## config.mk

```make
export PLATFORM = sky130hd
export DESIGN_NAME = rv_fifo
export DESIGN_NICKNAME = d
export VERILOG_FILES = /design/src/rtl/rv_pkg.sv /design/src/rtl/rv_fifo_mem.sv /design/src/rtl/rv_fifo.sv
export SDC_FILE = /design/constraint.sdc
export NUM_CORES = 1
export LEC_CHECK = 0
export CAP_MARGIN = 0
export CORE_AREA = 2 2 136 85
export DETAILED_ROUTE_END_ITERATION = 10
export DIE_AREA = 0 0 138 87
export GPL_TIMING_DRIVEN = 0
export PLACE_DENSITY = 0.75
export SYNTH_ARGS = -nofsm -noshare
export SYNTH_HDL_FRONTEND = slang
export SYNTH_HIERARCHICAL = 1
export SYNTH_SLANG_ARGS = --single-unit
```

## constraint.sdc

```tcl
create_clock -name clk -period 5 [get_ports clk]
set_input_delay 1 -clock clk [delete_from_list [all_inputs] [get_ports clk]]
set_output_delay 1 -clock clk [all_outputs]
set_load 0.005 [all_outputs]
```

## src/rtl/rv_pkg.sv

```systemverilog
// -----------------------------------------------------------------------------
// rv_pkg
// Helpers shared by the ready/valid blocks of the design:
//   ptr_width() - width of a wrap-bit FIFO pointer for a given depth
//   hs_fire()   - a ready/valid handshake completes this cycle
// -----------------------------------------------------------------------------
package rv_pkg;

    // Pointer carries one extra MSB so that full and empty are distinguishable.
    function automatic int ptr_width(input int depth);
        return $clog2(depth) + 1;
    endfunction

    function automatic logic hs_fire(input logic valid, input logic ready);
        return valid & ready;
    endfunction

endpackage : rv_pkg

```

## src/rtl/rv_fifo_mem.sv

```systemverilog
// -----------------------------------------------------------------------------
// rv_fifo_mem
// Simple dual-port storage array for rv_fifo: synchronous write, asynchronous
// read. Kept separate so the array can later be mapped onto block RAM.
// Ports:
//   clk    - write clock
//   we     - write enable
//   waddr  - write address
//   wdata  - write data
//   raddr  - read address
//   rdata  - read data (combinational from raddr)
// -----------------------------------------------------------------------------
module rv_fifo_mem #(
    parameter int unsigned DATA_WIDTH = 32,
    parameter int unsigned DEPTH      = 4
) (
    input  logic                     clk,
    input  logic                     we,
    input  logic [$clog2(DEPTH)-1:0] waddr,
    input  logic [DATA_WIDTH-1:0]    wdata,
    input  logic [$clog2(DEPTH)-1:0] raddr,
    output logic [DATA_WIDTH-1:0]    rdata
);

    logic [DATA_WIDTH-1:0] mem_q [DEPTH];

    // NOTE: the array has no reset; validity is tracked by the FIFO pointers,
    // and leaving it unreset lets synthesis map it onto RAM primitives.
    always_ff @(posedge clk) begin
        if (we) begin
            mem_q[waddr] <= wdata;
        end
    end

    assign rdata = mem_q[raddr];

endmodule : rv_fifo_mem

```

## src/rtl/rv_fifo.sv

```systemverilog
// -----------------------------------------------------------------------------
// rv_fifo
// First-word-fall-through FIFO with ready/valid on both sides, registered fill
// level and asynchronous active-low reset. Drop-in elastic buffer.
// Ports:
//   clk      - clock, all state on posedge
//   rstn     - asynchronous active-low reset
//   wv_i     - write valid
//   wr_o     - write ready (not full)
//   wd_i     - write data
//   rv_o     - read valid (not empty)
//   rr_i     - read ready
//   rd_o     - head-of-queue data, INITVAL when empty
//   level_o  - occupancy, 0..DEPTH
// Build option:
//   RV_FIFO_BYPASS_EN - when defined, a write into an empty FIFO is presented
//   on the read side in the same cycle (combinational path wv_i/wd_i to
//   rv_o/rd_o). When undefined, all outputs decode from registered state.
// -----------------------------------------------------------------------------
module rv_fifo
    import rv_pkg::*;
#(
    parameter int unsigned DATA_WIDTH = 32,
    parameter int unsigned DEPTH      = 4,
    parameter logic [31:0] INITVAL    = 32'd0
) (
    input  logic                   clk,
    input  logic                   rstn,
    input  logic                   wv_i,
    output logic                   wr_o,
    input  logic [DATA_WIDTH-1:0]  wd_i,
    output logic                   rv_o,
    input  logic                   rr_i,
    output logic [DATA_WIDTH-1:0]  rd_o,
    output logic [$clog2(DEPTH):0] level_o
);

    localparam int AW = $clog2(DEPTH);
    localparam int PW = ptr_width(DEPTH);
    localparam int LW = AW + 1;

    localparam logic [LW-1:0]         LEVEL_FULL = LW'(DEPTH);
    localparam logic [DATA_WIDTH-1:0] INIT_DATA  = DATA_WIDTH'(INITVAL);

    logic [PW-1:0]         wptr_q, wptr_d;
    logic [PW-1:0]         rptr_q, rptr_d;
    logic [LW-1:0]         level_q, level_d;
    logic                  empty;
    logic                  bypass;
    logic                  push;
    logic                  pop;
    logic [DATA_WIDTH-1:0] mem_rdata;

    assign empty = (level_q == '0);
    assign wr_o  = (level_q != LEVEL_FULL);

`ifdef RV_FIFO_BYPASS_EN
    // Empty with both sides ready: the word goes straight through and the
    // FIFO state is left untouched.
    assign bypass = empty & wv_i & rr_i;
    assign rv_o   = !empty | wv_i;
    assign rd_o   = !empty ? mem_rdata : (wv_i ? wd_i : INIT_DATA);
`else
    assign bypass = 1'b0;
    assign rv_o   = !empty;
    assign rd_o   = rv_o ? mem_rdata : INIT_DATA;
`endif

    assign push = hs_fire(wv_i, wr_o) & !bypass;
    assign pop  = hs_fire(rv_o, rr_i) & !bypass;

    // NOTE: every always_comb output gets its hold value first so no path
    // leaves it unassigned and no latch is inferred.
    always_comb begin
        wptr_d  = wptr_q;
        rptr_d  = rptr_q;
        level_d = level_q;
        if (push) begin
            wptr_d = wptr_q + 1'b1;
        end
        if (pop) begin
            rptr_d = rptr_q + 1'b1;
        end
        case ({push, pop})
            2'b10:   level_d = level_q + 1'b1;
            2'b01:   level_d = level_q - 1'b1;
            default: level_d = level_q;
        endcase
    end

    // NOTE: state registers use non-blocking assignments so every flop samples
    // its pre-edge value regardless of block evaluation order.
    always_ff @(posedge clk or negedge rstn) begin
        if (!rstn) begin
            wptr_q  <= '0;
            rptr_q  <= '0;
            level_q <= '0;
        end else begin
            wptr_q  <= wptr_d;
            rptr_q  <= rptr_d;
            level_q <= level_d;
        end
    end

    assign level_o = level_q;

    rv_fifo_mem #(
        .DATA_WIDTH (DATA_WIDTH),
        .DEPTH      (DEPTH)
    ) u_mem (
        .clk   (clk),
        .we    (push),
        .waddr (wptr_q[AW-1:0]),
        .wdata (wd_i),
        .raddr (rptr_q[AW-1:0]),
        .rdata (mem_rdata)
    );

endmodule : rv_fifo
```

# --- Word-level counts from Yosys, hierarchy flattened ---
# Memory sizes are Yosys's and may differ from the RTL's.
# Index checks and enable logic that the tools add are counted.
# W data, S select, Z words.
classes:
  add_sub_neg: 4
  n_mux: 4
  n_reduce_logical: 3
  eq_ne: 3
  bitwise_logic: 2
ops:
  columns: ["operator", "n"]
  rows:
  - ["$mux W32", 1]
  - ["$add A3 B1 Y3 const B", 3]
  - ["$pmux W3 S2", 1]
  - ["$logic_not A3 Y1", 1]
  - ["$ne A3 B3 Y1 const B", 1]
  - ["$sub A3 B1 Y3 const B", 1]
  - ["$and A1 B1 Y1", 2]
  - ["$eq A2 B1 Y1 const B", 1]
  - ["$eq A2 B2 Y1 const B", 1]
  - ["$mux W1", 2]
  - ["$reduce_bool A2 Y1", 1]
  - ["$logic_not A1 Y1", 1]
totals:
  reg_bits: 9
  n_memories: 1
  in_bits: 36
  ramBits: 128
memory_table:
  columns: ["name", "depth", "word_bits", "read_ports", "rd_ports_with_merged_regs", "wr", "line_no", "source"]
  rows:
  - ["u_mem.mem_q", 4, 32, 1, 0, 1, "rv_fifo_mem.sv:25", "logic [DATA_WIDTH-1:0] mem_q [DEPTH];"]

# --- Depth between registers and ports, before layout ---
# Gate-level depths: netlist (run 1).
depth:
  ltp_word: 5
  depth_mapped: 9
  depth_no_buf: 8

# --- Cells and area by module ---
# Netlist (run 1), hierarchy kept.
by_module_without_submodules:
  columns: ["mod", "area_per_inst_um2", "cells_each", "seq_area_each_um2", "n_inst"]
  rows:
  - ["rv_fifo_mem", 4689.5, 171, 3843.7, 1]
  - ["rv_fifo", 583.1, 64, 175.2, 1]

# --- Worst setup path before layout (run 1) ---
# No wires, ideal clock.
synth_timing:
  path_type: "input to register"
  from: "input wv_i"
  to: "memory u_mem.mem_q[0][0], enable pin"
  path_slack_ns: 1.025
  path_stages: 3
  arrival_ns: 3.507
  path_buffers: 0
  t_required_ns: 4.532
  setup_time_ns: 0.468
  cell_sequence: "nand2_2 > inv_1 > nor3b_1"
synth_between:
  elab_chain_cells: 3
synth_rtl:
  columns: ["item", "line_no", "source"]
  rows:
  - ["start: declaration", "rv_fifo.sv:29", "input logic wv_i,"]
  - ["$and A1 B1 Y1", "rv_pkg.sv:15", "return valid & ready;"]
  - ["via push", "rv_fifo.sv:50", "logic push;"]
  - ["$mux W1", "rv_fifo_mem.sv:30", "if (we) begin"]
  - ["$mux W1 (implied by the code)", "rv_fifo_mem.sv:31", "mem_q[waddr] <= wdata;"]
  - ["end: declaration", "rv_fifo_mem.sv:25", null]
# The timed path passes the listed nets, and every way through them passes these cells.

# --- Worst setup path after layout (run 1) ---
layout_timing:
  from: "register rptr_q[0]"
  to: "output rd_o[1]"
layout_between:
  elab_chain_cells: 2
layout_rtl:
  columns: ["item", "line_no", "source"]
  rows:
  - ["start: declaration", "rv_fifo.sv:46", "logic [PW-1:0] rptr_q, rptr_d;"]
  - ["start signal: assignment", "rv_fifo.sv:100", "rptr_q <= rptr_d;"]
  - ["$mem_v2 Z4 W32", null, null]
  - ["via mem_rdata[1]", "rv_fifo.sv:52", "logic [DATA_WIDTH-1:0] mem_rdata;"]
  - ["$mux W32", "rv_fifo.sv:66", "assign rd_o = rv_o ? mem_rdata : INIT_DATA;"]
  - ["end: declaration", "rv_fifo.sv:34", "output logic [DATA_WIDTH-1:0] rd_o,"]
# The timed path passes the listed nets, and every way through them passes these cells.

==> results of run 1 <==
[flip-flops by register name (all words and copies together), names as in the netlist]
register and count:
u_mem/mem_q 128, level_o 3, rptr_q 2, wptr_q 2
[final cells by class]
class / instances / area [µm²]
plain buffers: 11 / 131
clock buffers: 18 / 429
clock inverters: 14 / 135
fillers: 789 / 4110
inverters: 4 / 15.0
multi-input cells: 85 / 1120
flip-flops and latches: 135 / 4020
well taps: 144 / 180
repair buffers: 75 / 754
[Yosys cell counts (all sizes together)]
master  count  area [µm²]
nor3b       1        7.51
and3        1        6.26
and2       33         209
or3b        1        8.76
nand3       2        10.0
buf        11         131
or3         1        6.26
edfxtp    128        3840
mux2i       1        10.0
ha          1        12.5
and3b       2        17.5
nor2        1        3.75
xnor2       4        35.0
mux4       32         728
fa          1        20.0
dfrtp       7         175
xor2        3        26.3
nand2       1        6.26
inv         4        15.0
[per-stage QoR]
stage	utilization, %	area (µm²)	power [mW]	worst slack, ns
floorplan	-	5270	2.41	1.02
global route	62.3	6780	4.45	1.66
detailed placement	57.1	6220	3.11	2.10
finish	62.3	6780	4.24	1.75
CTS	62.3	6780	4.29	1.71
global placement	56.7	6170	3.08	-1.24
[power groups by stage]
stage | Clock, mW | Sequential (mW) | Combinational [mW]
global route | 1.24 | 1.61 | 1.60
detailed placement | 0 | 1.61 | 1.50
global placement | 0 | 1.61 | 1.47
floorplan | 0 | 1.58 | 0.829
finish | 1.17 | 1.58 | 1.48
CTS | 1.19 | 1.59 | 1.51
[placed cells by master (no fill, tap or decap), types with 3 or more instances in the layout]
cell type        instances
edfxtp_1               128
clkdlybuf4s50_1         72
and2_1                  32
mux4_2                  30
clkbuf_16               17
buf_6                    8
dfrtp_1                  7
inv_1                    4
xnor2_1                  4
xor2_1                   3
clkinv_4                 3
clkinvlp_4               3
clkinv_1                 3
clkinv_2                 3
buf_12                   3
buf_2                    3
[metal layers]
metal | vias to the layer above | GRT usage [%] | share of wire, %
met5 | - | 0 | 0
met4 | 0 | 8.44 | 1.6
met3 | 14 | 4.95 | 5.3
met2 | 71 | 26.1 | 47
met1 | 1303 | 23.1 | 46
li1 | 1143 | - | -
[worst min-delay path by stage]
stage / from / end / slack, ns / depth (start not counted)
global route: rptr_q[0]$_DFFE_PN0P_ / rptr_q[0]$_DFFE_PN0P_ / 0.55 / 1
finish: level_o[2]$_DFFE_PN0P_ / level_o[2]$_DFFE_PN0P_ / 0.51 / 1
detailed placement: level_o[2]$_DFFE_PN0P_ / level_o[2]$_DFFE_PN0P_ / 0.51 / 1
CTS: level_o[2]$_DFFE_PN0P_ / level_o[2]$_DFFE_PN0P_ / 0.52 / 1
floorplan: rptr_q[0]$_DFFE_PN0P_ / rptr_q[0]$_DFFE_PN0P_ / 0.48 / 1
global placement: level_o[2]$_DFFE_PN0P_ / level_o[2]$_DFFE_PN0P_ / 0.50 / 1
[cells by family (layout without fill, tap and decap cells)]
group | count (synthesis) | count (layout) | share of synthesized area [%]
and+or+nand+nor | 43 | 43 | 5.22
DFF | 135 | 135 | 76.2
adders and majority gates | 2 | 2 | 0.617
xor gates and xnor gates | 7 | 7 | 1.16
muxes | 33 | 33 | 14.0
buffers and inverters | 15 | 122 | 2.78
[worst max-delay path, stage by stage (launching register included)]
cell	delay, ns
dfrtp_1	0.39
buf_6	0.17
buf_12	0.15
mux4_2	0.51
and2_1	0.17
clkdlybuf4s50_1	0.45
==> impl_metrics.csv, run 1 <==
group,metric,value,unit
run_status,status,"finished, final reports clean",
setup_path,cp.required,4.00,ns
yosys,synth_area,0.00527,mm²
global_routing,grt_usage,17.1,%
setup_path,critPathLaunchType,"flip-flop",
timing,setup-tns-final,0,ns
drt,via_count,2531,
setup_path,critPathCapture,"rd_o[1]",
cts,clock_latency,0.41,ns
setup_path,cp-startpoint,"rptr_q[0]$_DFFE_PN0P_",
power,pwr-share-clk,27.7,%
die,ios,73,
power,ir_drop,0.353,mV
cts,cts.sinks,135,
layout,diodes,0,
layout,fin_nets,367,
drt,viasPerCell,5.21,
drt,drc,0,
yosys,synth.avg_cell_area,22.4,µm²
global_routing,grt_max_degree,33,
timing,rsz0062_at_grt,"false",
yosys,synth-seq-area-share,76.2,%
global_routing,grt_pass1_wl,15000,µm
place,dp_cells,454,
setup_path,reg2reg_from,"level_o[1]$_DFFE_PN0P_",
die,dieWidth,138,µm
setup_path,critPathKind,"flip-flop to primary output",
cts,clockBufferDepth,2,
layout,stdcell_count,486,
drt,wire_per_inst,19.3,µm
setup_path,arrival,2.25,ns
cts,cts_tree,"built",
power,power_density,625,mW/mm²
timing,relSlewSlack,38.8,%
place,io_buffers,72,
cts,path_clk_slew,0.05,ns
drt,detail_route.iter0.violations,109,
yosys,ys_warn_count,6,
drt,drtAntennaViolNets,0,
place,hpwlAfterDp,5880,µm
die,chipHeight,87,µm
drt,firstDrtPassIters,6,
timing,setup_violations,0,
die,die-area,0.0120,mm²
yosys,syn-num-nets,273,
place,place_congestion,0.699,
layout,drive_above_1_share,23.1,%
layout,area_growth,28.6,%
power,pwr-share-comb,34.9,%
power,p_sw_share,26.2,%
power,p_seq_share,37.4,%
yosys,synth-seq-cells,135,
die,row_count,30,
yosys,synthCells,235,
global_routing,grt_pass1_vias,2783,
die,initial_core_util,48.4,%
cts,cts.repair.resized,0,
power,p_switching,1.11,mW
timing,worstMarginPinSlew,0.918,ns
die,core,0.0109,mm²
setup_path,rrSetupSlack,2.81,ns
setup_path,rr_endpoint,"level_o[2]$_DFFE_PN0P_",
min_path,hp-class,"flip-flop to flip-flop",
job,cap_violations,0,
global_routing,antenna_found_initial,0,
global_routing,overflow,0,
cts,cts_buffers,17,
timing,max_freq,308,MHz
timing,hold_ws,0.513,ns
setup_path,reg2regPathDepth,8,
setup_path,cp_max_fo,10,
timing,period_share,65.0,%
cts,cts_setup_buffers,0,
power,intPower,3.13,mW
setup_path,endpoint_kind,"primary output",
cts,postCtsHoldBufs,0,
timing,maxSlewViolCount,0,
cts,ctsHtreeMaxLevel,4,
timing,clock_skew,0.00530,ns
timing,hold_violations,0,
timing,final.min_clock_period,3.25,ns
cts,clockRootBuffer,"clkbuf_16",
drt,wirelength,9400,µm
yosys,yosysUniqueCellTypes,23,
power,p_leak,2.28,nW
Power figures use the tool's default switching activity.
==> run 2: changes to the inputs <==
CORE_AREA = 2 2 137 86   (was 2 2 136 85)
DIE_AREA = 0 0 139 88   (was 0 0 138 87)
PLACE_DENSITY = 0.76   (was 0.75)
clock period = 2.7 ns   (was 5 ns; I/O delays follow)
==> run 2 against run 1 <==
Compared with the run above: first-iteration DRC count up 55%; sequential power is 85% higher; global-route usage fell by 0.43 points; critical endpoint is now rd_o[0]; critical path type unchanged; clock skew is 0.0043 ns higher; wire length rose by 0.19%.
==> impl_metrics.csv, run 2 (synthesized netlist as in run 1, its figures left out) <==
group,metric,value,unit
place,dp_cells,453,
die,core,0.0110,mm²
power,power_density,1180,mW/mm²
cts,path_clk_slew,0.06,ns
cts,clockBufferDepth,2,
timing,maxSlewViolCount,0,
drt,drc,0,
cts,cts_buffers,17,
place,place_congestion,0.659,
power,ir_drop,0.807,mV
drt,drtAntennaViolNets,0,
die,row_count,30,
die,dieWidth,139,µm
layout,final_util,63.2,%
global_routing,overflow,0,
die,die-area,0.0122,mm²
timing,rsz0062_at_grt,"false",
global_routing,grt_max_degree,33,
layout,regMostFlops,"u_mem/mem_q",
timing,hold_violations,0,
layout,drive_above_1_share,24.5,%
setup_path,arrival,2.09,ns
layout,area_growth,31.3,%
global_routing,grt_usage,16.7,%
timing,clock_skew,0.00964,ns
layout,final_common_cell,"edfxtp_1",
drt,wirelength,9410,µm
place,io_buffers,72,
cts,ctsHtreeMaxLevel,4,
global_routing,antenna_found_initial,0,
timing,period_share,97.3,%
power,p_leak,2.41,nW
cts,clock_latency,0.41,ns
timing,worstMarginPinSlew,0.908,ns
drt,viasPerCell,5.18,
layout,stdcell_count,487,
die,ios,73,
run_status,status,"finished, final reports clean",
timing,setup_violations,0,
power,intPower,6.08,mW
cts,clockRootBuffer,"clkbuf_16",
power,pwr-share-comb,31.3,%
cts,postCtsHoldBufs,0,
die,initial_core_util,48.1,%
setup_path,critPathKind,"flip-flop to primary output",
place,hpwlAfterDp,5630,µm
setup_path,endpoint_kind,"primary output",
drt,wire_per_inst,19.3,µm
cts,cts.sinks,135,
layout,n_fill_cell,746,
power,p_switching,2.10,mW
drt,detail_route.iter0.violations,169,
global_routing,grt_pass1_vias,2661,
power,pwr-share-clk,32.9,%
drt,firstDrtPassIters,4,
job,cap_violations,0,
layout,fin_nets,368,
timing,max_freq,380,MHz
timing,relSlewSlack,39.5,%
layout,diodes,0,
cts,cts_tree,"built",
setup_path,critPathLaunchType,"flip-flop",
drt,via_count,2524,
die,chipHeight,88,µm
power,p_sw_share,25.6,%
layout,most-common-layout-cells,"128 x edfxtp_1, 42 x clkdlybuf4s50_1, 32 x and2_1",
timing,final.min_clock_period,2.63,ns
layout,largest_reg_flops,128,
setup_path,cp.required,2.16,ns
power,p_seq_share,35.8,%
min_path,hp-class,"primary input to async pin",
global_routing,grt_pass1_wl,14700,µm
setup_path,cp_max_fo,10,
==> run 2: changes by cell type in the layout (fill, tap and decap cells not counted), sizes merged <==
cell | before | now
dlygate4sd2 | 0 | 30
bufinv | 2 | 7
clkinv | 9 | 1
inv | 4 | 6
clkinvlp | 3 | 5
buf | 14 | 15
clkdlybuf4s50 | 72 | 42
clkbuf | 18 | 17
==> run 2: what timing repair did <==
| action | 4_1_cts | 5_1_grt |
|---|---|---|
| endpoints found under the setup margin | 31 | 0 |
| setup buffers | 2 | 0 |
| gates resized for setup | 31 | 0 |
==> run 2: power by group through the flow <==
stage	clock network [mW]	logic (mW)	registers, mW
5_1_grt	2.84	2.79	2.96
2_1_floorplan	0	1.54	2.93
3_3_place_gp	0	2.73	2.96
4_1_cts	2.75	2.62	2.93
3_5_place_dp	0	2.82	2.98
6_report	2.69	2.56	2.93
==> run 2: cell type report <==
cell class | instances | area, µm² | area share, %
clock inverters | 15 | 274 | 3.96
plain buffers | 11 | 134 | 1.93
repair buffers | 76 | 753 | 10.9
multi-input cells | 85 | 1120 | 16.2
well taps | 144 | 180 | 2.60
clock buffers | 17 | 425 | 6.14
inverters | 4 | 15.0 | 0.217
flip-flops and latches | 135 | 4020 | 58.1
==> run 2: worst max-delay path: stages, from the launching register on <==
cell and delay, ns:
dfrtp_1 0.43, or3_1 0.34, buf_6 0.15, buf_6 0.14
and2_1 0.17, clkdlybuf4s50_1 0.45
==> run 2: metrics by stage <==
| stage | cell area, µm² | hold slack [ns] | setup WS (ns) | TNS, ns | total power, mW |
|---|---|---|---|---|---|
| after floorplan | 5280 | 0.244 | 0.199 | 0 | 4.47 |
| after global placement | 6180 | 0.495 | -1.20 | -63.74 | 5.70 |
| after detailed placement | 6240 | 0.509 | 0.231 | 0 | 5.80 |
| after CTS | 6920 | 0.389 | 0.0347 | 0 | 8.30 |
| after global routing | 6920 | 0.405 | 0.0155 | 0 | 8.59 |
| final | 6920 | 0.390 | 0.0716 | 0 | 8.18 |
==> run 2: path summary, 6_finish.rpt <==
| kind | start | end | slack, ns | cells after the start |
|---|---|---|---|---|
| setup / recovery | level_o[0]$_DFFE_PN0P_ | rd_o[0] | 0.07 | 5 |
| hold / removal | rstn | level_o[0]$_DFFE_PN0P_ | 0.39 | 1 |
| setup reg to reg | level_o[2]$_DFFE_PN0P_ | level_o[2]$_DFFE_PN0P_ | 0.49 | 9 |
| hold reg to reg | level_o[0]$_DFFE_PN0P_ | level_o[0]$_DFFE_PN0P_ | 0.55 | 1 |
| max in group asynchronous | rstn | rptr_q[0]$_DFFE_PN0P_ | 2.06 | 1 |
| min in group clk | level_o[0]$_DFFE_PN0P_ | level_o[0]$_DFFE_PN0P_ | 0.55 | 1 |
==> run 2: per-layer routing <==
layer  routed length (µm)  global-route usage [%]  up-vias
li1                     -                       -     1139
met3                  623                    5.69       11
met4                   70                    6.34        0
met1                 4350                    22.8     1290
met2                 4370                    25.5       84
met5                    0                       0        -
==> run 3: changes to the inputs <==
CORE_AREA = 2 2 98 119   (was 2 2 137 86)
DIE_AREA = 0 0 100 121   (was 0 0 139 88)
PLACE_DENSITY = 0.77   (was 0.76)
SYNTH_HIERARCHICAL = unset   (was 1)
==> run 3 against run 2 <==
Compared with the run above: utilization shrank 0.28 points; synthesized cell count is 2.6% higher; total power is 2.2% lower; register-to-register slack got worse by 0.02 ns; non-clock buffer count grew 2; critical endpoint unchanged; sequential cell count unchanged; sequential share of layout area increased by 0.44 points; die area down 1.1%; critical path type unchanged; setup slack better by 0.012 ns; wire length shrank 3.9%; global-route usage shrank 0.23 points; sequential power about the same.
==> impl_metrics.csv, run 3 <==
group,metric,value,unit
layout,seqCellArea,0.00402,mm²
timing,hold_violations,0,
cts,clockRootBuffer,"clkbuf_16",
setup_path,critPathKind,"flip-flop to primary output",
drt,detail_route.iter0.violations,75,
timing,period_share,96.9,%
die,dieWidth,100,µm
global_routing,grt_max_degree,33,
setup_path,cp_max_fo,4,
run_status,status,"finished, final reports clean",
timing,worstMarginPinSlew,0.888,ns
layout,fin_nets,379,
drt,wirelength,9050,µm
timing,clock_skew,0.00702,ns
yosys,synth.top_cell.area_share,72.6,%
layout,largest_reg_flops,128,
timing,rsz0062_at_grt,"false",
cts,cts.sinks,135,
cts,cts_tree,"built",
layout,diodes,0,
global_routing,grt_pass1_vias,2787,
layout,most-common-layout-cells,"128 x edfxtp_1, 43 x clkdlybuf4s50_1, 33 x and2_1",
layout,drive_above_1_share,23.8,%
drt,drtAntennaViolNets,0,
drt,drc,0,
yosys,synth_area,0.00529,mm²
power,power_density,1160,mW/mm²
die,chipHeight,121,µm
global_routing,grt_usage,16.5,%
yosys,synth-seq-area-share,75.9,%
place,hpwlAfterDp,5390,µm
yosys,syn-num-nets,283,
timing,setup-tns-final,0,ns
setup_path,critPathLaunchType,"flip-flop",
yosys,ys.flop_type,"edfxtp_1",
layout,final_common_cell,"edfxtp_1",
global_routing,antenna_found_initial,0,
job,cap_violations,0,
cts,ctsHtreeMaxLevel,4,
timing,setup_violations,0,
yosys,yosysUniqueCellTypes,22,
drt,via_count,2506,
drt,firstDrtPassIters,4,
drt,viasPerCell,5.21,
die,ios,73,
cts,cts_buffers,17,
die,die-area,0.0121,mm²
cts,clockBufferDepth,2,
yosys,async_flop_share,5.19,%
timing,hold_ws,0.407,ns
timing,max_freq,382,MHz
yosys,yosys-top-cells-count,"128 x edfxtp_1, 33 x and2_1, 32 x mux4_2, 7 x dfrtp_1, 6 x inv_1",
layout,n_fill_cell,807,
yosys,synthCells,241,
yosys,synth_top_cells_by_area,"edfxtp_1 73%, mux4_2 14%, and2_1 3.9%",
setup_path,arrival,2.08,ns
cts,path_clk_slew,0.06,ns
power,p_leak,2.43,nW
min_path,hp-class,"primary input to async pin",
yosys,synth.avg_cell_area,22.0,µm²
setup_path,endpoint_kind,"primary output",
place,io_buffers,72,
cts,clock_latency,0.40,ns
timing,maxSlewViolCount,0,
die,core,0.0109,mm²
layout,regMostFlops,"u_mem.mem_q",
drt,wire_per_inst,18.8,µm
yosys,synth_edf_count,128,
global_routing,grt_pass1_wl,14100,µm
setup_path,cp.required,2.16,ns
die,row_count,42,
yosys,synth-seq-cells,135,
yosys,yosysTopAreaCell,"edfxtp_1",
layout,area_growth,29.8,%
layout,multi_input_area,0.00116,mm²
power,ir_drop,0.578,mV
die,initial_core_util,48.4,%
timing,final.min_clock_period,2.62,ns
timing,relSlewSlack,40.8,%
yosys,ys_warn_count,0,
place,place_congestion,0.728,
global_routing,overflow,0,
yosys,synth.most_common_cell,"edfxtp_1",
[run 3: cell count changes after synthesis, moves of 2 or more]
cell / before / now
mux4_2: 30 / 32
clkbuf_1: 0 / 5
buf_6: 5 / 1
and3b_1: 2 / 0
inv_1: 4 / 6
mux4_1: 2 / 0
ha_1: 1 / 5
and3_2: 0 / 4
[run 3: worst paths after layout]
kind | from | end | slack (ns) | cells past startpoint
worst max-delay path | rptr_q[0]$_DFFE_PN0P_ | rd_o[0] | 0.08 | 5
worst min-delay path | rstn | level_o[1]$_DFFE_PN0P_ | 0.41 | 1
worst max register to register | level_o[0]$_DFFE_PN0P_ | level_o[2]$_DFFE_PN0P_ | 0.47 | 9
worst min register to register | level_o[2]$_DFFE_PN0P_ | level_o[2]$_DFFE_PN0P_ | 0.51 | 1
max in group asynchronous | rstn | rptr_q[1]$_DFFE_PN0P_ | 2.02 | 1
min in group clk | level_o[2]$_DFFE_PN0P_ | level_o[2]$_DFFE_PN0P_ | 0.51 | 1
[run 3: metal layers]
layer / global-route usage [%] / vias to the layer above / share of wire, % / routed length (µm)
li1: - / 1152 / - / -
met1: 17.9 / 1276 / 39 / 3550
met2: 29.2 / 66 / 55 / 4990
met3: 5.24 / 12 / 4.0 / 361
met4: 7.36 / 0 / 1.5 / 140
met5: 0 / - / 0 / 0
[run 3: layout make-up]
| class | count | area share (%) |
|---|---|---|
| Timing Repair Buffer | 79 | 11.0 |
| Buffer | 10 | 1.66 |
| Tap cell | 132 | 2.40 |
| Clock buffer | 20 | 6.35 |
| Clock inverter | 11 | 2.97 |
| Sequential cell | 135 | 58.5 |
| Multi-Input combinational cell | 88 | 16.8 |
| Inverter | 6 | 0.328 |
[run 3: through the flow]
step / power, mW / area [µm²] / utilization [%] / std cells / setup slack (ns)
after floorplan: 4.46 / 5290 / - / 241 / 0.598
after global placement: 5.64 / 6180 / 56.5 / 445 / 0.209
after detailed placement: 5.72 / 6180 / 56.5 / 445 / 0.190
after CTS: 8.05 / 6830 / 62.5 / 477 / 0.00325
after global routing: 8.42 / 6870 / 62.9 / 481 / 0.00358
final: 8.00 / 6870 / 62.9 / 481 / 0.0840
[run 3: power by group]
part | switching (mW) | internal, mW
clock | 0.773 | 1.71
combinational | 1.08 | 1.51
sequential | 0.137 | 2.79
[run 3: worst max-delay path, stage by stage (launching register included)]
cell	delay, ns
dfrtp_1	0.34
buf_6	0.12
buf_4	0.12
mux4_2	0.47
and2_1	0.18
clkdlybuf4s50_1	0.45
[run 3: what timing repair did]
item | 4_1_cts | 5_1_grt
hold buffers | 0 | 0
endpoints found under the setup margin | 30 | 4
pin swaps | 0 | 1
gates resized for setup | 38 | 2
buffers inserted | 3 | 4
[run 3: cells by family (layout without fill, tap and decap cells)]
kind of cell,count (synthesis),in the layout,synth area share [%]
flops,135,135,75.9
simple gates,42,42,5.13
mux,34,34,14.1
buf+inv,18,126,2.32
fa+ha+maj,6,6,1.56
xor+xnor,6,6,0.993
